===== config.mk =====
export PLATFORM = sky130hd
export DESIGN_NAME = niederreiter_host_sequencer
export DESIGN_NICKNAME = d
export VERILOG_FILES = /design/src/rtl/niederreiter_pkg.sv /design/src/rtl/niederreiter_host_sequencer_ct_serializer.sv /design/src/rtl/niederreiter_host_sequencer.sv
export SDC_FILE = /design/constraint.sdc
export NUM_CORES = 1
export LEC_CHECK = 0
export BUFFER_PORTS_ARGS = -buffer_cell sky130_fd_sc_hd__clkbuf_2
export CAP_MARGIN = 20
export CORE_UTILIZATION = 45
export DETAILED_ROUTE_END_ITERATION = 7
export PLACE_DENSITY = 0.68
export SLEW_MARGIN = 10
export SYNTH_ARGS = -nofsm -noshare
export SYNTH_HDL_FRONTEND = slang
export SYNTH_SLANG_ARGS = --single-unit
export TNS_END_PERCENT = 30

===== constraint.sdc =====
create_clock -name clk -period 10.85 [get_ports clk]
set_input_delay 0.5425 -clock clk [delete_from_list [all_inputs] [get_ports clk]]
set_output_delay 0.5425 -clock clk [all_outputs]
set_load 0.005 [all_outputs]

===== src/rtl/niederreiter_pkg.sv =====
// ----------------------------------------------------------------------------
// niederreiter_pkg
//
// Shared constants and types for the Niederreiter host sequencer.
//   MSG_BYTES  : plaintext bytes written into the encryptor per frame
//   CT_BITS    : ciphertext width produced by the encryptor
//   OUT_BYTES  : ciphertext bytes returned to the host, ceil(CT_BITS/8)
//   PAD_BITS   : ciphertext width rounded up to whole bytes
//   state_e    : sequencer FSM states
// ----------------------------------------------------------------------------
package niederreiter_pkg;

    localparam int MSG_BYTES  = 40;
    localparam int CT_BITS    = 297;
    localparam int OUT_BYTES  = (CT_BITS + 7) / 8;
    localparam int PAD_BITS   = OUT_BYTES * 8;
    localparam int PAD_ZEROS  = PAD_BITS - CT_BITS;

    // Counters are sized to hold their terminal value, not just the last index.
    localparam int BYTE_CNT_W = $clog2(MSG_BYTES + 1);
    localparam int OUT_CNT_W  = $clog2(OUT_BYTES + 1);

    typedef enum logic [2:0] {
        ST_IDLE,
        ST_LOAD,
        ST_START,
        ST_WAIT,
        ST_DRAIN
    } state_e;

endpackage : niederreiter_pkg


===== src/rtl/niederreiter_host_sequencer_ct_serializer.sv =====
// ----------------------------------------------------------------------------
// ct_serializer
//
// Captures the encryptor ciphertext in parallel, left-aligned and zero padded
// to a whole number of bytes, and shifts it out MSB byte first.
//
// Ports
//   clk, rst  : clock, asynchronous active-high reset
//   load_i    : capture ct_i and restart the byte count
//   shift_i   : current byte has been accepted, advance to the next one
//   ct_i      : ciphertext from the encryptor
//   data_o    : byte currently presented (top 8 bits of the shift register)
//   last_o    : the presented byte is the final byte of the frame
// ----------------------------------------------------------------------------
module ct_serializer
    import niederreiter_pkg::*;
(
    input  logic               clk,
    input  logic               rst,
    input  logic               load_i,
    input  logic               shift_i,
    input  logic [CT_BITS-1:0] ct_i,
    output logic [7:0]         data_o,
    output logic               last_o
);

    localparam logic [OUT_CNT_W-1:0] LAST_IDX = OUT_CNT_W'(OUT_BYTES - 1);

    logic [PAD_BITS-1:0]  shift_q, shift_d;
    logic [OUT_CNT_W-1:0] out_cnt_q, out_cnt_d;

    assign data_o = shift_q[PAD_BITS-1 -: 8];
    assign last_o = (out_cnt_q == LAST_IDX);

    always_comb begin
        shift_d   = shift_q;
        out_cnt_d = out_cnt_q;
        if (load_i) begin
            // Ciphertext MSB lands in bit 7 of the first byte; padding fills
            // the low bits of the final byte.
            shift_d   = {ct_i, {PAD_ZEROS{1'b0}}};
            out_cnt_d = '0;
        end else if (shift_i) begin
            shift_d   = {shift_q[PAD_BITS-9:0], 8'h00};
            out_cnt_d = last_o ? '0 : out_cnt_q + 1'b1;
        end
    end

    // NOTE: this is a plain register, not a RAM, and its contents are visible
    // on out_data, so it takes the reset like every other flop here.
    always_ff @(posedge clk or posedge rst) begin
        if (rst) begin
            shift_q   <= '0;
            out_cnt_q <= '0;
        end else begin
            shift_q   <= shift_d;
            out_cnt_q <= out_cnt_d;
        end
    end

endmodule : ct_serializer


===== src/rtl/niederreiter_host_sequencer.sv =====
// ----------------------------------------------------------------------------
// niederreiter_host_sequencer
//
// Host-side controller for the Niederreiter encryptor. Collects a plaintext
// frame from the host byte stream, writes it into the encryptor, starts it,
// waits for completion under a watchdog, then returns the ciphertext to the
// host as a byte stream.
//
// Parameters
//   TIMEOUT        : watchdog limit in WAIT cycles, 0 disables it
//
// Ports
//   clk, rst       : clock, asynchronous active-high reset
//   in_valid/in_data/in_ready    : plaintext byte stream from the host
//   out_valid/out_data/out_ready : ciphertext byte stream to the host
//   busy           : sequencer is not idle
//   frame_done     : pulse with the final ciphertext byte handshake
//   err            : sticky watchdog timeout, cleared by the next input byte
//   enc_plaintext  : byte written into the encryptor
//   enc_wr_en      : encryptor write strobe, one cycle after each input byte
//   enc_start      : single-cycle encryptor start pulse
//   enc_ciphertext : encryptor result
//   enc_done       : encryptor completion, honoured only while waiting
// ----------------------------------------------------------------------------
module niederreiter_host_sequencer
    import niederreiter_pkg::*;
#(
    parameter int TIMEOUT = 65535
) (
    input  logic               clk,
    input  logic               rst,
    input  logic               in_valid,
    input  logic [7:0]         in_data,
    output logic               in_ready,
    output logic               out_valid,
    output logic [7:0]         out_data,
    input  logic               out_ready,
    output logic               busy,
    output logic               frame_done,
    output logic               err,
    output logic [7:0]         enc_plaintext,
    output logic               enc_wr_en,
    output logic               enc_start,
    input  logic [CT_BITS-1:0] enc_ciphertext,
    input  logic               enc_done
);

    localparam int WD_W = (TIMEOUT > 2) ? $clog2(TIMEOUT) : 1;
    localparam logic [WD_W-1:0] WD_LAST = WD_W'((TIMEOUT > 0) ? TIMEOUT - 1 : 0);
    localparam logic [BYTE_CNT_W-1:0] LAST_IN = BYTE_CNT_W'(MSG_BYTES - 1);
    localparam logic [BYTE_CNT_W-1:0] MSG_LEN = BYTE_CNT_W'(MSG_BYTES);

    state_e                state_q, state_d;
    logic [BYTE_CNT_W-1:0] byte_cnt_q, byte_cnt_d;
    logic [WD_W-1:0]       wd_cnt_q, wd_cnt_d;
    logic                  err_q, err_d;
    logic [7:0]            enc_pt_q;
    logic                  enc_wr_en_q;
    logic                  enc_start_q;

    logic                  in_hs;
    logic                  out_hs;
    logic                  wd_expire;
    logic                  ser_load;
    logic                  ser_shift;
    logic                  ser_last;
    logic [7:0]            ser_data;

    assign in_hs     = in_valid & in_ready;
    assign out_hs    = out_valid & out_ready;
    assign wd_expire = (TIMEOUT != 0) && (wd_cnt_q == WD_LAST);

    // ------------------------------------------------------------------
    // State register
    // ------------------------------------------------------------------
    // NOTE: every clocked assignment is non-blocking so all flops update
    // from the same pre-edge values regardless of statement order.
    always_ff @(posedge clk or posedge rst) begin
        if (rst) begin
            state_q <= ST_IDLE;
        end else begin
            state_q <= state_d;
        end
    end

    // ------------------------------------------------------------------
    // Next-state logic
    // ------------------------------------------------------------------
    // NOTE: each combinational block assigns its outputs a default first,
    // so no path leaves a signal unassigned and no latch is inferred.
    always_comb begin
        state_d = state_q;
        unique case (state_q)
            ST_IDLE: begin
                if (in_hs) state_d = ST_LOAD;
            end
            ST_LOAD: begin
                if (in_hs && byte_cnt_q == LAST_IN) state_d = ST_START;
            end
            ST_START: begin
                state_d = ST_WAIT;
            end
            ST_WAIT: begin
                // Completion takes priority over a watchdog expiring in the
                // same cycle.
                if (enc_done)       state_d = ST_DRAIN;
                else if (wd_expire) state_d = ST_IDLE;
            end
            ST_DRAIN: begin
                if (out_hs && ser_last) state_d = ST_IDLE;
            end
            default: begin
                state_d = ST_IDLE;
            end
        endcase
    end

    // ------------------------------------------------------------------
    // Output logic
    // ------------------------------------------------------------------
    always_comb begin
        // in_ready is held low while reset is asserted so the host sees a
        // quiet interface until the sequencer is out of reset.
        in_ready   = 1'b0;
        out_valid  = 1'b0;
        busy       = 1'b1;
        ser_load   = 1'b0;
        ser_shift  = 1'b0;
        frame_done = 1'b0;
        unique case (state_q)
            ST_IDLE: begin
                in_ready = ~rst;
                busy     = 1'b0;
            end
            ST_LOAD: begin
                in_ready = ~rst && (byte_cnt_q < MSG_LEN);
            end
            ST_START: begin
            end
            ST_WAIT: begin
                ser_load = enc_done;
            end
            ST_DRAIN: begin
                out_valid  = 1'b1;
                ser_shift  = out_hs;
                frame_done = out_hs & ser_last;
            end
            default: begin
                busy = 1'b0;
            end
        endcase
    end

    assign out_data      = out_valid ? ser_data : 8'h00;
    assign err           = err_q;
    assign enc_plaintext = enc_pt_q;
    assign enc_wr_en     = enc_wr_en_q;
    assign enc_start     = enc_start_q;

    // ------------------------------------------------------------------
    // Byte counter, watchdog and error flag
    // ------------------------------------------------------------------
    always_comb begin
        byte_cnt_d = byte_cnt_q;
        wd_cnt_d   = wd_cnt_q;
        err_d      = err_q;

        if (in_hs) begin
            byte_cnt_d = (state_q == ST_IDLE) ? BYTE_CNT_W'(1) : byte_cnt_q + 1'b1;
            err_d      = 1'b0;
        end

        if (state_q == ST_START) begin
            wd_cnt_d = '0;
        end else if (state_q == ST_WAIT && !enc_done) begin
            if (wd_expire) begin
                err_d      = 1'b1;
                byte_cnt_d = '0;
            end else begin
                wd_cnt_d = wd_cnt_q + 1'b1;
            end
        end

        if (state_q == ST_DRAIN && state_d == ST_IDLE) begin
            byte_cnt_d = '0;
        end
    end

    always_ff @(posedge clk or posedge rst) begin
        if (rst) begin
            byte_cnt_q  <= '0;
            wd_cnt_q    <= '0;
            err_q       <= 1'b0;
            enc_pt_q    <= 8'h00;
            enc_wr_en_q <= 1'b0;
            enc_start_q <= 1'b0;
        end else begin
            byte_cnt_q  <= byte_cnt_d;
            wd_cnt_q    <= wd_cnt_d;
            err_q       <= err_d;
            // Encryptor strobes are registered: a write follows its
            // handshake by one cycle, and start follows the final write.
            enc_wr_en_q <= in_hs;
            if (in_hs) enc_pt_q <= in_data;
            enc_start_q <= (state_q == ST_START);
        end
    end

    // ------------------------------------------------------------------
    // Ciphertext serializer
    // ------------------------------------------------------------------
    ct_serializer u_ct_serializer (
        .clk     (clk),
        .rst     (rst),
        .load_i  (ser_load),
        .shift_i (ser_shift),
        .ct_i    (enc_ciphertext),
        .data_o  (ser_data),
        .last_o  (ser_last)
    );

endmodule : niederreiter_host_sequencer


==> parameters.txt <==
Parameter                              Value

Routing
  Count of antenna-violating nets left after detailed routing    0
  Via density    5.241
  Detailed router's first-iteration violation count    775
  Post-detailed-routing wire length    39100 µm
  Number of search-and-repair iterations in the first detailed-routing pass    4
  Via count of the routed design    12040
  Per-cell routed wire length    about 17 µm
  DRC errors left    0

Setup path
  WP data required    11.31 ns
  Startpoint class of the critical path    flop
  R2R Setup Slk    7.13 ns
  Capture instance of the worst register-to-register path    u_ct_serializer.shift_q[290]
  Crit Path Category    reg2reg
  Startpoint of the most critical setup path    state_q[2]
  Crit path capture    u_ct_serializer.shift_q[290]
  Maximum net fanout on the critical path    95
  Data arrival time of the critical path    4.18 ns
  Cell count of the worst reg-to-reg path    6
  Start of the worst register-to-register path    state_q[2]
  CP Capture Type    flop

Placed design
  Placed instance count    2221
  Post-detailed-placement half-perimeter wirelength    26840 µm
  Weighted congestion at the end of routability-driven global placement    0.8424
  Number of buffers inserted by port buffering    about 330

Timing
  Clock period minus worst slack    3.721 ns
  Final Max Tran Viols    0
  Final worst path period share    around 34%
  Maximum clock skew at final layout    0.01667 ns
  Slew of the pin with the lowest slew margin    1.161 ns
  Max Fclk    268.8 MHz
  Setup repair after global routing missed its margin    false
  Final Hold Violating Endpoints    0
  Setup TNS    0 ns
  Worst slew margin relative to its limit    22.61%
  Setup violators final    0

Floorplan
  Floorplan die area    between 30000 and 40000 µm²
  Chip width    188.7 µm
  Starting Density    46.30%
  Number of standard-cell rows in the floorplan    67
  Vertical extent of the die    188.7 µm
  Area of the core    33870 µm²
  I/O Pins    333

CTS
  Maximum clock insertion buffer count    3
  Number of buffers added to fix hold violations after cts    0
  Post-CTS setup buffer count    0
  Post-CTS clock slew at the launch and capture registers of the worst setup and hold paths    0.06 ns
  Post-cts repair resize count    0
  Buffer cell driving the clock tree root    sky130_fd_sc_hd__clkbuf_16
  Clock latency at the later pin of the worst-skew pair    0.53 ns
  Number of sinks handled by clock tree synthesis    339
  Total CTS buffers    39
  CTS tree    yes
  CTS HTree Levels    2

Status
  Run status    finished clean

Yosys
  Post-synthesis cell count    1537
  Post-synth top flop    sky130_fd_sc_hd__dfrtp_1
  Share of synthesized area occupied by flip-flops and latches    54.10%
  Number of enable flip-flop cells after synthesis    0
  FFs w/ async S/R, synth    100.0%
  Synth Register Bits    about 340
  Netlist area before placement    15680 µm²
  Number of nets produced by synthesis    ~1900
  Average size of a mapped cell    10.20 µm²
  Number of warnings printed during yosys synthesis    0
  Unique cell type count in the Yosys netlist    55

Global routing
  Via count of the first global-routing pass    11990
  All-Layer GR Usage    21.99%
  Global-route wire length before repair    62850 µm
  Maximum number of pins on one net before global-route repair    141
  Residual overflow from global routing    0
  Number of antenna violations at the first check in global routing    6

Cells and area
  Most common cell after layout, fill and taps aside    sky130_fd_sc_hd__nand2_1
  Share of layout cells above drive strength 1    a little under a quarter
  Layout filler cell count    2987
  Final std cells w/o fill    2298
  Area growth from synthesis to layout    20.75%
  # nets final    2134
  Commonest non-fill, non-tap cells in the layout    348 x sky130_fd_sc_hd__nand2_1, 339 x sky130_fd_sc_hd__dfrtp_1, 332 x sky130_fd_sc_hd__clkbuf_2, 275 x sky130_fd_sc_hd__o21ai_0, 273 x sky130_fd_sc_hd__mux2i_1

Pwr
  Pwr dens    194.9 nW/µm²
  Lkg Pwr    9.515 nW
  Largest vdd supply drop    0.1091 mV

Flow run
  Max capacitance violation total    0

Worst hold path
  Worst Hold Class    in2async
## how the worst min path moves through the flow
stage	to	slack [ns]	cells past startpoint	from
floorplan	u_ct_serializer.shift_q[303]	0.44	2	u_ct_serializer.shift_q[303]
global placement	u_ct_serializer.shift_q[303]	0.45	2	u_ct_serializer.shift_q[303]
detailed placement	u_ct_serializer.shift_q[303]	0.46	2	u_ct_serializer.shift_q[303]
CTS	u_ct_serializer.shift_q[53]	0.19	3	enc_ciphertext[46]
global route	u_ct_serializer.shift_q[14]	0.20	3	enc_ciphertext[7]
finish	u_ct_serializer.shift_q[134]	0.21	2	rst
## layer usage
metal  vias to the layer above  wire length, µm  GRT usage, %
li1                       5926                -             -
met1                      5726            17430         30.13
met2                       320            17920         34.18
met3                        67             2667         5.234
met4                         4             1052         7.506
met5                         -               29             0
## cell families (layout without fill, tap and decap cells)
group / after synthesis / in the layout / synth area share, %
and+or+nand+nor: 464 / 464 / 12.66
other: 0 / 4 / 0
AOI/OAI and AO/OA: 333 / 333 / 11.40
xor gates and xnor gates: 5 / 5 / 0.2792
buffers and inverters: 116 / 425 / 3.567
DFF: 339 / 339 / 54.10
adders and majority gates: 5 / 5 / 0.3989
muxes: 275 / 275 / 17.59
## cells in the mapped netlist (all sizes together) (3+ instances only)
master | number | area share (%)
buf | 72 | 2.5
nand3 | 17 | 0.54
nor4 | 8 | 0.41
o21ai | 275 | 8.8
o22ai | 9 | 0.36
clkbuf | 37 | 0.89
ha | 5 | 0.40
a21oi | 15 | 0.48
xor2 | 4 | 0.22
and3 | 15 | 0.60
or2 | 5 | 0.20
nor3 | 9 | 0.32
nand2 | 348 | 8.3
o31ai | 4 | 0.19
mux2i | 273 | 17
nor2 | 30 | 0.72
nand4 | 10 | 0.44
inv | 7 | 0.20
nand2b | 3 | 0.14
or3 | 4 | 0.16
and2 | 3 | 0.12
a22oi | 12 | 0.57
or4 | 5 | 0.24
dfrtp | 339 | 54
## worst max-delay path, cell delays in order, from the launching register on
cell and delay (ns):
sky130_fd_sc_hd__dfrtp_1 0.66, sky130_fd_sc_hd__and4b_4 1.04, sky130_fd_sc_hd__buf_4 0.54, sky130_fd_sc_hd__buf_16 0.32
sky130_fd_sc_hd__buf_4 0.66, sky130_fd_sc_hd__a22oi_1 0.20, sky130_fd_sc_hd__nand2_1 0.13
## area by class of cell
type / instances / area [µm²] / share of cell area, %
clock buffers: 58 / 1190 / 6.284
multi-input cells: 1082 / 6674 / 35.25
repair buffers: 350 / 1893 / 9.997
clock inverters: 10 / 86.33 / 0.4559
diodes: 4 / 10.01 / 0.05286
inverters: 7 / 38.79 / 0.2048
flip-flops and latches: 339 / 8483 / 44.80
well taps: 448 / 560.5 / 2.960
## sequential cells by signal, indices dropped and copies added (netlist names)
signal	flops
wd_cnt_q	16
byte_cnt_q	6
enc_start	1
state_q	3
enc_plaintext	8
u_ct_serializer.shift_q	297
enc_wr_en	1
err	1
u_ct_serializer.out_cnt_q	6
## power breakdown
part	internal [mW]	switching [mW]
Sequential	1.65	0.249
Combinational	0.264	0.238
Clock	0.782	0.510
## per-stage QoR
| step | worst slack, ns | power, mW | area [µm²] | utilization, % | hold slack [ns] |
|---|---|---|---|---|---|
| 5_1_grt | 6.814 | 3.909 | 18930 | 55.90 | 0.2026 |
| 6_report | 7.129 | 3.691 | 18940 | 55.91 | 0.2086 |
| 4_1_cts | 6.771 | 3.734 | 18800 | 55.52 | 0.1872 |
| 3_3_place_gp | 6.881 | 2.384 | 17530 | 51.75 | 0.4541 |
| 3_5_place_dp | 6.782 | 2.425 | 17530 | 51.75 | 0.4620 |
| 2_1_floorplan | 0.8936 | 2.188 | 15680 | - | 0.4382 |
No activity file was read; power rests on OpenSTA's default activity.
